--- src/rtl/simplez_loader.sv ---
// Serial program loader for the Simplez core: parses SYNC/LEN/data/CHK byte
// frames, writes 12-bit words into program RAM and gates the CPU reset.
module simplez_loader #(
    parameter int AW      = 9,
    parameter int DW      = 12,
    parameter int TIMEOUT = 1_200_000
) (
    input  logic          clk,
    input  logic          rstn,
    input  logic [7:0]    rx_data,
    input  logic          rx_valid,
    output logic [AW-1:0] mem_addr,
    output logic [DW-1:0] mem_din,
    output logic          mem_we,
    output logic          cpu_rstn,
    output logic          busy,
    output logic          done,
    output logic          err
);
    localparam int TW  = $clog2(TIMEOUT + 1);
    localparam int WCW = AW + 1;

    typedef enum logic [2:0] {
        S_IDLE, S_LEN_H, S_LEN_L, S_DATA_H, S_DATA_L, S_CHK
    } state_t;

    state_t         state_q, state_d;
    logic [AW-1:0]  addr_q, addr_d;
    logic [WCW-1:0] wcnt_q, wcnt_d;
    logic [7:0]     sum_q, sum_d;
    logic [DW-9:0]  hi_q, hi_d;
    logic [7:0]     lenh_q, lenh_d;
    logic [TW-1:0]  tmr_q, tmr_d;
    logic [DW-1:0]  din_q, din_d;
    logic           we_q, we_d;
    logic           done_q, done_d;
    logic           err_q, err_d;
    logic           cpu_rstn_q, cpu_rstn_d;
    logic [15:0]    len16;

    assign len16 = {lenh_q, rx_data};

    always_comb begin
        state_d    = state_q;
        addr_d     = addr_q;
        wcnt_d     = wcnt_q;
        sum_d      = sum_q;
        hi_d       = hi_q;
        lenh_d     = lenh_q;
        din_d      = din_q;
        we_d       = 1'b0;
        done_d     = done_q;
        err_d      = err_q;
        cpu_rstn_d = cpu_rstn_q;

        // Address moves only once the write strobe has been presented.
        if (we_q)
            addr_d = addr_q + 1'b1;
        // done rises first; the CPU is released one cycle later.
        if (done_q)
            cpu_rstn_d = 1'b1;

        if (state_q == S_IDLE || rx_valid)
            tmr_d = '0;
        else
            tmr_d = tmr_q + 1'b1;

        if (rx_valid) begin
            unique case (state_q)
                S_IDLE: begin
                    if (rx_data == 8'h5A) begin
                        state_d    = S_LEN_H;
                        done_d     = 1'b0;
                        err_d      = 1'b0;
                        cpu_rstn_d = 1'b0;
                        sum_d      = '0;
                        addr_d     = '0;
                    end
                end
                S_LEN_H: begin
                    lenh_d  = rx_data;
                    state_d = S_LEN_L;
                end
                S_LEN_L: begin
                    if ({1'b0, len16} >= 17'(1 << AW)) begin
                        state_d = S_IDLE;
                        err_d   = 1'b1;
                    end else begin
                        wcnt_d  = len16[WCW-1:0] + 1'b1;
                        state_d = S_DATA_H;
                    end
                end
                S_DATA_H: begin
                    hi_d    = rx_data[DW-9:0];
                    sum_d   = sum_q + rx_data;
                    state_d = S_DATA_L;
                end
                S_DATA_L: begin
                    sum_d   = sum_q + rx_data;
                    we_d    = 1'b1;
                    din_d   = {hi_q, rx_data};
                    wcnt_d  = wcnt_q - 1'b1;
                    state_d = (wcnt_q == WCW'(1)) ? S_CHK : S_DATA_H;
                end
                S_CHK: begin
                    if (rx_data == sum_q)
                        done_d = 1'b1;
                    else
                        err_d = 1'b1;
                    state_d = S_IDLE;
                end
                default: state_d = S_IDLE;
            endcase
        end else if (state_q != S_IDLE && tmr_q == TW'(TIMEOUT - 1)) begin
            state_d = S_IDLE;
            err_d   = 1'b1;
        end
    end

    always_ff @(posedge clk or negedge rstn) begin
        if (!rstn) begin
            state_q    <= S_IDLE;
            addr_q     <= '0;
            wcnt_q     <= '0;
            sum_q      <= '0;
            hi_q       <= '0;
            lenh_q     <= '0;
            tmr_q      <= '0;
            din_q      <= '0;
            we_q       <= 1'b0;
            done_q     <= 1'b0;
            err_q      <= 1'b0;
            cpu_rstn_q <= 1'b1;
        end else begin
            state_q    <= state_d;
            addr_q     <= addr_d;
            wcnt_q     <= wcnt_d;
            sum_q      <= sum_d;
            hi_q       <= hi_d;
            lenh_q     <= lenh_d;
            tmr_q      <= tmr_d;
            din_q      <= din_d;
            we_q       <= we_d;
            done_q     <= done_d;
            err_q      <= err_d;
            cpu_rstn_q <= cpu_rstn_d;
        end
    end

    assign mem_addr = addr_q;
    assign mem_din  = din_q;
    assign mem_we   = we_q;
    assign cpu_rstn = cpu_rstn_q;
    assign busy     = (state_q != S_IDLE);
    assign done     = done_q;
    assign err      = err_q;
endmodule

--- config.mk ---
export PLATFORM = sky130hd
export DESIGN_NAME = simplez_loader
export DESIGN_NICKNAME = d
export VERILOG_FILES = /design/src/rtl/simplez_loader.sv
export SDC_FILE = /design/constraint.sdc
export NUM_CORES = 1
export LEC_CHECK = 0
export ABC_AREA = 1
export CORE_ASPECT_RATIO = 0.9
export CORE_MARGIN = 2
export CORE_UTILIZATION = 40
export CTS_BUF_LIST = sky130_fd_sc_hd__clkbuf_8
export DETAILED_ROUTE_END_ITERATION = 10
export DONT_BUFFER_PORTS = 1
export SLEW_MARGIN = 10
export SYNTH_ARGS = -nofsm -noshare
export SYNTH_HDL_FRONTEND = slang
export SYNTH_SLANG_ARGS = --single-unit
--- constraint.sdc ---
create_clock -name clk -period 3 [get_ports clk]
set_input_delay 0.9 -clock clk [delete_from_list [all_inputs] [get_ports clk]]
set_output_delay 0.9 -clock clk [all_outputs]
set_load 0.005 [all_outputs]
==> flow_summary.ini <==
[run_status]
status = finished clean

[routing]
wirelength_um = 10200
final_antenna_net_count = 0
vias_per_cell = 5.02
vias = 3688
dr.pass1.iters = 5
drt-initial-drc-count = 214
wire_per_inst_um = 13.8
drc = 0

[logic_synthesis]
synth_cell_type_count = 41
syn_inst = 573
synth_edf_count = 0
synth.largest_area_cell = dfrtp_1
synth_top_area_share_pct = 42.7
synthTopCellsByCount = 128 x nand2_1, 78 x dfrtp_1, 69 x nor2_1, 62 x inv_1, 50 x nand3_1
synth_fa_ha_area_share_pct = 4.27
yosys.area_share.simple_pct = 30.4
synth_area_leaders = dfrtp_1 43%, nand2_1 11%, nor2_1 5.7%
async_flop_share_pct = 100
yosys_warnings = 0
synthFlopType = dfrtp_1
ys_seq_area_share_pct = 43.3
yosysMostFrequentCell = nand2_1
synthMuxAreaShare_pct = 0
syn-num-nets = 599
synth_top_family_by_area = simple AND/OR/NAND/NOR gates
synthesis.area_sq_um = 4570
avgSynthCellArea_sq_um = 7.98
synth_compound_area_share_pct = 11.7
synth_xor_area_share_pct = 2.68
yosys_register_bits = 79

[cells_and_area]
fin_nets = 600
regArea_sq_um = 1980
final_util_pct = 43.4
drive_gt1_share_pct = 10.7
area_growth_pct = 7.17
diodes = 0
multiInputGateArea_sq_um = 2240
final_area_sq_um = 4900
fill_cells = 1162

[timing]
setup_viol = 0
max_freq_mhz = 487
rsz0062_at_grt = false
finalSetupTns_ns = 0
skew_ns = 0.0124
slew_headroom_pct = 54.2
final_max_slew_viol_count = 0
fin_crit_sh_pct = 68.4
period_needed_ns = 2.05
worst_slew_pin_slew_ns = 0.686
hold_violations = 0

[floorplan]
die_x_um = 117
num_rows = 37
dieArea_sq_um = 12300
core_sq_um = 11300
initial_core_util_pct = 40.5
io_pins = 37
die_h_um = 105

[clock_network]
post_cts_buffers = 0
cts_buffers = 9
clockBufferDepth = 2
post_cts_resized = 0
ctsHtreeMaxLevel = 3
root_buffer = clkbuf_8
cts_tree = built
ctsHoldBuffers = 0
clk-insertion-delay-late_ns = 0.36
clock-sinks = 79
clkTransAtPathRegs_ns = 0.08

[power]
ir_drop_uv = 411
powerDensity_nw_per_um2 = 821
p_clk_share_pct = 21.4
swShare_pct = 40.1
p_total_mw = 4.03
p_int_mw = 2.41
p_comb_share_pct = 36.0
seqPwrFrac_pct = 42.6
p_leak_nw = 2.29
power_switching_mw = 1.61

[hold_path]
min_path_type = input port to asynchronous set/reset pin

[worst_setup_path]
start_kind = register
worst-path-max-fanout = 6
path_cells = nor2_4 -> nand2_4
cp_slowest_cell = dfrtp_1
end_kind = primary output
crit_required_ns = 2.10
cpPeakStageDelay_ns = 0.47
path_class = register to primary output
cp.arrival_ns = 1.15

[place]
globalplace.congestion = 0.903
placedInstanceArea_sq_um = 4690
port_buffers = 0
dp_hpwl_um = 7430

[global_route]
grt_pass1_vias = 3664
track_usage_pct = 17.9
grt_max_degree = 80
grt_pass1_wl_um = 17400
overflow = 0
antenna_found_initial = 0

[job]
drv_cap = 0
==> layout by cell type (no fill, tap or decap), types with 10 or more instances in the layout <==
| cell type | n |
|---|---|
| inv_1 | 63 |
| nor2_1 | 69 |
| o21ai_1 | 13 |
| o21ai_0 | 30 |
| nand4_1 | 11 |
| nor3_1 | 10 |
| a21oi_1 | 21 |
| nand2_1 | 128 |
| ha_1 | 14 |
| dfrtp_1 | 78 |
| nand3_1 | 50 |
==> flip-flops by register name (all words and copies together), names as in the netlist <==
name / flops
lenh_q: 8
wcnt_q: 10
hi_q: 4
mem_addr: 9
cpu_rstn: 1
state_q: 3
mem_din: 12
sum_q: 8
done: 1
mem_we: 1
tmr_q: 21
err: 1
==> power by group through the flow <==
stage / clock network (mW) / logic (mW) / registers [mW]
2_1_floorplan: 0 / 1.24 / 1.65
3_3_place_gp: 0 / 1.41 / 1.73
3_5_place_dp: 0 / 1.45 / 1.74
4_1_cts: 0.895 / 1.45 / 1.72
5_1_grt: 0.931 / 1.70 / 1.76
6_report: 0.861 / 1.45 / 1.72
==> critical path: cells and delay by family (launching register included) <==
kind	cells	cell delay [ns]
flip-flops	1	0.47
AND/OR/NAND/NOR	2	0.32
==> logic make-up after synthesis <==
family	Yosys count
flip-flops	79
AO/OA/AOI/OAI	90
XOR/XNOR	14
buffers and inverters	81
adder cells (fa/ha/maj)	15
AND/OR/NAND/NOR	294
==> layout make-up <==
type,instances,share of cell area [%]
Multi-Input combinational cell,413,45.8
Clock buffer,9,2.53
Sequential cell,79,40.4
Tap cell,156,3.98
Inverter,71,5.54
Clock inverter,7,1.81
==> routing by layer <==
layer | global-route usage, % | wire, um | up-vias
met5 | 0 | 0 | -
met4 | 4.12 | 112 | 0
met3 | 6.10 | 532 | 12
met2 | 28.8 | 4830 | 68
met1 | 23.2 | 4690 | 1744
li1 | - | - | 1864
==> worst paths after layout <==
check / startpoint / end / slack (ns) / depth (start not counted)
setup / recovery: state_q[1]$_DFFE_PN0P_ / busy / 0.95 / 2
hold / removal: rstn / tmr_q[9]$_DFF_PN0_ / 0.23 / 0
setup reg to reg: sum_q[0]$_DFFE_PN0P_ / sum_q[4]$_DFFE_PN0P_ / 1.33 / 6
hold reg to reg: lenh_q[2]$_DFFE_PN0P_ / lenh_q[2]$_DFFE_PN0P_ / 0.49 / 2
max in group asynchronous: rstn / cpu_rstn$_DFF_PN1_ / 2.56 / 0
min in group clk: lenh_q[2]$_DFFE_PN0P_ / lenh_q[2]$_DFFE_PN0P_ / 0.49 / 2
==> metrics by stage <==
stage | instances | worst slack [ns] | hold WS [ns]
floorplan | 573 | 0.918 | 0.449
global placement | 719 | 0.867 | 0.469
detailed placement | 719 | 0.838 | 0.468
CTS | 735 | 0.923 | 0.204
global route | 735 | 0.891 | 0.192
finish | 735 | 0.949 | 0.229
Power figures use the tool's default switching activity.
